<file path="src/rtl/riscuin_mc_sequencer.sv">
// Multi-cycle instruction sequencer: fetch, decode, execute, memory, write-back.
// Resolves branches/jumps, traps on data faults and misaligned targets, counts retirements.
module riscuin_mc_sequencer #(
   parameter int ADDR_WIDTH = 10,
   parameter logic [ADDR_WIDTH-1:0] RESET_PC = '0,
   parameter int CNT_WIDTH = 32
) (
   input  logic                  clk,
   input  logic                  rst,
   output logic                  imem_req,
   output logic [ADDR_WIDTH-1:0] imem_addr,
   input  logic                  imem_ack,
   input  logic [31:0]           imem_data,
   output logic [31:0]           instr,
   input  logic                  branch,
   input  logic                  jal,
   input  logic                  jalr,
   input  logic                  mem_r,
   input  logic                  mem_w,
   input  logic                  reg_w_req,
   input  logic                  halt_req,
   input  logic [2:0]            funct3,
   input  logic [31:0]           rs1_data,
   input  logic [31:0]           rs2_data,
   input  logic [31:0]           imm,
   output logic                  dbus_req,
   input  logic                  dbus_ack,
   input  logic                  dbus_err,
   output logic                  reg_w,
   output logic [ADDR_WIDTH-1:0] pc,
   output logic [31:0]           pc_link,
   output logic                  pc_end,
   output logic                  trap,
   output logic [CNT_WIDTH-1:0]  instret
);

   typedef enum logic [2:0] {FETCH, DECODE, EXEC, MEM, WB, HALT} state_t;

   state_t      state_reg;
   logic        taken_reg;
   logic [31:0] target_reg;

   logic [31:0] pc_byte;
   logic [31:0] target_next;
   logic        cond;
   logic        taken_next;
   logic        exec_misalign;
   logic        wb_misalign;
   logic        unused_target_bits;

   assign pc_byte   = 32'({pc, 2'b00});
   assign pc_link   = pc_byte + 32'd4;
   assign imem_addr = pc;

   always_comb begin
      cond = 1'b0;
      case (funct3)
         3'b000:  cond = (rs1_data == rs2_data);
         3'b001:  cond = (rs1_data != rs2_data);
         3'b100:  cond = ($signed(rs1_data) <  $signed(rs2_data));
         3'b101:  cond = ($signed(rs1_data) >= $signed(rs2_data));
         3'b110:  cond = (rs1_data <  rs2_data);
         3'b111:  cond = (rs1_data >= rs2_data);
         default: cond = 1'b0;
      endcase
   end

   assign taken_next    = jal | jalr | (branch & cond);
   assign target_next   = jalr ? ((rs1_data + imm) & 32'hFFFF_FFFE) : (pc_byte + imm);
   // A taken target that is not word aligned ends execution with a trap in WB.
   assign exec_misalign = taken_next & target_next[1];
   assign wb_misalign   = taken_reg & target_reg[1];

   assign unused_target_bits = ^{target_reg[31:ADDR_WIDTH+2], target_reg[0]};

   always_ff @(posedge clk) begin
      if (!rst) begin
         state_reg  <= FETCH;
         pc         <= RESET_PC;
         instr      <= '0;
         instret    <= '0;
         pc_end     <= 1'b0;
         trap       <= 1'b0;
         reg_w      <= 1'b0;
         imem_req   <= 1'b0;
         dbus_req   <= 1'b0;
         taken_reg  <= 1'b0;
         target_reg <= '0;
      end else begin
         case (state_reg)
            FETCH: begin
               if (imem_req && imem_ack) begin
                  instr     <= imem_data;
                  imem_req  <= 1'b0;
                  state_reg <= DECODE;
               end else begin
                  imem_req <= 1'b1;
               end
            end
            DECODE: state_reg <= EXEC;
            EXEC: begin
               taken_reg  <= taken_next;
               target_reg <= target_next;
               if (mem_r || mem_w) begin
                  dbus_req  <= 1'b1;
                  state_reg <= MEM;
               end else begin
                  reg_w     <= reg_w_req & ~exec_misalign;
                  state_reg <= WB;
               end
            end
            MEM: begin
               if (dbus_err) begin
                  dbus_req  <= 1'b0;
                  trap      <= 1'b1;
                  pc_end    <= 1'b1;
                  state_reg <= HALT;
               end else if (dbus_ack) begin
                  dbus_req  <= 1'b0;
                  reg_w     <= reg_w_req & ~wb_misalign;
                  state_reg <= WB;
               end
            end
            WB: begin
               reg_w <= 1'b0;
               if (wb_misalign) begin
                  trap      <= 1'b1;
                  pc_end    <= 1'b1;
                  state_reg <= HALT;
               end else begin
                  instret <= instret + CNT_WIDTH'(1);
                  pc      <= taken_reg ? target_reg[ADDR_WIDTH+1:2] : pc + ADDR_WIDTH'(1);
                  // Falling off the end of the address space stops like an explicit halt.
                  if (halt_req || (!taken_reg && (&pc))) begin
                     pc_end    <= 1'b1;
                     state_reg <= HALT;
                  end else begin
                     imem_req  <= 1'b1;
                     state_reg <= FETCH;
                  end
               end
            end
            HALT: state_reg <= HALT;
            default: state_reg <= FETCH;
         endcase
      end
   end

endmodule

</file>
<file path="config.mk">
export PLATFORM = sky130hd
export DESIGN_NAME = riscuin_mc_sequencer
export DESIGN_NICKNAME = d
export VERILOG_FILES = /design/src/rtl/riscuin_mc_sequencer.sv
export SDC_FILE = /design/constraint.sdc
export NUM_CORES = 1
export LEC_CHECK = 0
export ABC_AREA = 1
export CAP_MARGIN = 30
export CORE_ASPECT_RATIO = 0.6
export CORE_MARGIN = 2
export CORE_UTILIZATION = 44
export DETAILED_ROUTE_END_ITERATION = 7
export PLACE_DENSITY = 0.83
export SLEW_MARGIN = 20
export SYNTH_ARGS = -nofsm -noshare
export SYNTH_HDL_FRONTEND = slang
export SYNTH_SLANG_ARGS = --single-unit
</file>
<file path="constraint.sdc">
create_clock -name clk -period 2.4 [get_ports clk]
set_clock_uncertainty 0.1 [all_clocks]
set_input_delay 0.48 -clock clk [delete_from_list [all_inputs] [get_ports clk]]
set_output_delay 0.48 -clock clk [all_outputs]
set_load 0.01 [all_outputs]
</file>
==> impl_results.md <==
* Worst min path class: reg -> reg
* Skew-Pair Late Insertion Delay at 0.34 ns
* Clock power frac at 27.9%
* Max Transition Viols Final at 0
* Rel. slew slack at 59.3%
* Final instance area at 10300 um^2
* Worst-path clk slew at ~0.07 ns
* Share of cells above drive strength 1 at 22.3%
* Largest net degree at the start of global routing at 36
* Arrival time worst endpoint at 2.56 ns
* Final hold vios at 0
* GRT Overall Usage at around a quarter
* Failing checks: negative setup slack
* CTS tree: built
* Switching fraction of total power at 32.8%
* Vias/cell at 5.17
* First-pass GRT wire length at just over 30000 um
* Die area at approximately 15000 um^2
* Post-Syn Area at 6200 um^2
* Final setup fails at 1
* Most used cell, CP: nor2_4
* Gate power share at 36.7%
* Final #Nets at roughly 1400
* Htree depth at 3
* CP Launch Type: register
* Cts hold-fix bufs at 0
* DR pass1 iterations at 5
* Post-Syn Area per Cell at 6.86 um^2
* Cell Area, Placed at 8940 um^2
* Antenna Nets Post-Route at 0
* Synth warnings at 0
* Clock sinks at 94
* Synth area leaders: dfxtp_1, ha_1, nand2_1, nor2_1, inv_1
* FFs w/ async S/R, synth at 0%
* Finished Layout Cells at 1398
* Core Region at 13700 um^2
* Max-Cap Viols at 0
* RSZ-0062 raised after global routing: yes
* Io pins at between 200 and 300
* Critical path's top delay family: simple AND/OR/NAND/NOR gates
* Fin crit period at 2.44 ns
* Mapped Cells at 903
* Crit path max fanout at 3
* Worst hold slack at between 0.3 and 0.4 ns
* P&R area growth vs syn at 66.2%
* Post-detail-place hpwl at 14400 um
* Sequential area share after synthesis at between 30% and 40%
* Count of cell types in the netlist at 40
* CP max stage cell: dfxtp_2
* Worst-Margin Slew at approximately 0.61 ns
* Final Wtd Congestion at 0.911
* Main flop type after synthesis: dfxtp_1
* CP Buf/Inv Count at 1
* Rows at 33
* Critical Path RT at 2.52 ns
* Fmax at 411 MHz
* Max incr delay on CP at 0.34 ns
* Chip height at 95.9 um
* Register area at 1890 um^2
* Inst Count DP at between 1000 and 1500
* Port-buffer cells at about 220
* Post-synth top area share at 30.4%
* Post-synth EDFFs at 0
* Internal power at approximately 3.7 mW
* Fin crit share at 101%
* Flop pwr share at a little over a third
* Switching pwr at 1.80 mW
* Synth Register Bits at 94
* Crit end category: register
* Initial DRC count at around 540
* Post-synth top cells: nand2_1, nor2_1, inv_1, dfxtp_1, o21ai_0
* Dominant cell type by area after synthesis: dfxtp_1
* Setup WS post-layout at -0.0350 ns
* DRC Markers at 0
* Crit-path cells: nor2_4, nand2_4, nor2_8, nand2_4, nor2_4, buf_4, nand3_2, nor2_2, nand2_2, nor2_4, nand3_2, nor3_4, xor2_1, nor2_1
* Number of global-route vias before repair at 6589
* Maximum buffer depth of the clock tree at 2
* Starting Density at between 40% and 50%
* Die X at 157 um
* FILL cells at between 900 and 1000
* Clk root buf: clkbuf_16
* P_leak at 4.89 nW
* R2R Setup Slk at -0.04 ns
* Initial antenna violation count at 1
* Final WL at 21800 um
* Power Density at 535 nW/um^2
* Multi-input gate area at 4300 um^2
* Status: complete, but fails checks
* GR Overflow Total at 0
* Critical path class: reg -> reg
* Drt wl/cell at 15.6 um
* Max rail drop VDD at 0.460 mV
* Vias at around 7200
* CTS Buf Count at 9
[per-layer routing]
| metal | routed length [um] | vias to the layer above | share of wire, % | global-route usage, % |
|---|---|---|---|---|
| met5 | 0 | - | 0 | 0 |
| met4 | 665 | 0 | 3.1 | 7.05 |
| met3 | 1930 | 60 | 8.9 | 6.62 |
| met2 | 9970 | 366 | 46 | 39.9 |
| met1 | 9200 | 3296 | 42 | 33.6 |
| li1 | - | 3509 | - | - |
[worst paths after layout]
kind	endpoint	cells after the start	from
worst max-delay path	instret[25]$_SDFFE_PN0P_	14	state_reg[1]$_SDFFE_PN0P_
worst min-delay path	instret[0]$_SDFFE_PN0P_	1	instret[0]$_SDFFE_PN0P_
worst max register to register	instret[25]$_SDFFE_PN0P_	14	state_reg[1]$_SDFFE_PN0P_
worst min register to register	instret[0]$_SDFFE_PN0P_	1	instret[0]$_SDFFE_PN0P_
[worst register-to-register path: cells and delay by family (launching register included)]
| family | cells | cell delay [ns] |
|---|---|---|
| xor+xnor | 1 | 0.22 |
| buf+inv | 1 | 0.13 |
| flops | 1 | 0.34 |
| simple gates | 12 | 1.52 |
[power by group through the flow]
stage                     combinational [mW]  sequential (mW)  clock, mW
after CTS                               1.85             1.94       1.55
after floorplan                        0.870             2.04          0
after global routing                    2.23             1.98       1.60
after detailed placement                1.81             1.97          0
final                                   2.02             1.95       1.53
after global placement                  1.78             1.97          0
[metrics by stage]
stage | power, mW | utilization [%] | worst slack (ns) | TNS [ns]
detailed placement | 3.78 | 65.2 | -0.499 | -2.80
finish | 5.51 | 75.1 | -0.0350 | -0.0350
global route | 5.81 | 75.1 | -0.168 | -1.00
floorplan | 2.91 | - | 0.130 | 0
global placement | 3.75 | 65.2 | -0.469 | -2.47
CTS | 5.34 | 68.9 | 0.000651 | 0
[cells in the final DEF, fill, tap and decap left out, types with 21 or more instances in the layout]
cell	n
clkdlybuf4s50_1	145
nor2_1	119
nand2_1	107
inv_1	94
buf_4	94
dfxtp_1	89
o21ai_0	75
a21oi_1	70
dlymetal6s2s_1	59
inv_2	31
ha_4	29
nand3_1	24
nand2_2	24
ha_1	23
conb_1	21
[layout make-up]
type | count | share of cell area [%]
Clock buffer | 10 | 2.22
Tap cell | 192 | 2.33
Inverter | 127 | 4.63
Sequential cell | 94 | 18.3
Timing Repair Buffer | 319 | 29.9
Multi-Input combinational cell | 649 | 41.7
Antenna cell | 1 | 0.0243
Clock inverter | 6 | 0.899
[repair_timing]
item,4_1_cts,5_1_grt
gates resized for setup,50,192
setup buffers,10,17
pin swaps,20,60
setup endpoints to repair,12,26
endpoints found under the hold margin,0,0
[logic make-up (layout without fill, tap and decap cells)]
logic type               after synthesis  count (layout)  share of synthesized area [%]
AO/OA/AOI/OAI                        197             197                           17.3
XOR/XNOR                              22              22                           3.11
adder cells (fa/ha/maj)               55              55                           11.3
buffers and inverters                180             462                           12.8
flip-flops                            94              94                           30.4
other                                  1              22                         0.0605
AND/OR/NAND/NOR                      354             354                           25.1
Power figures use the tool's default switching activity.
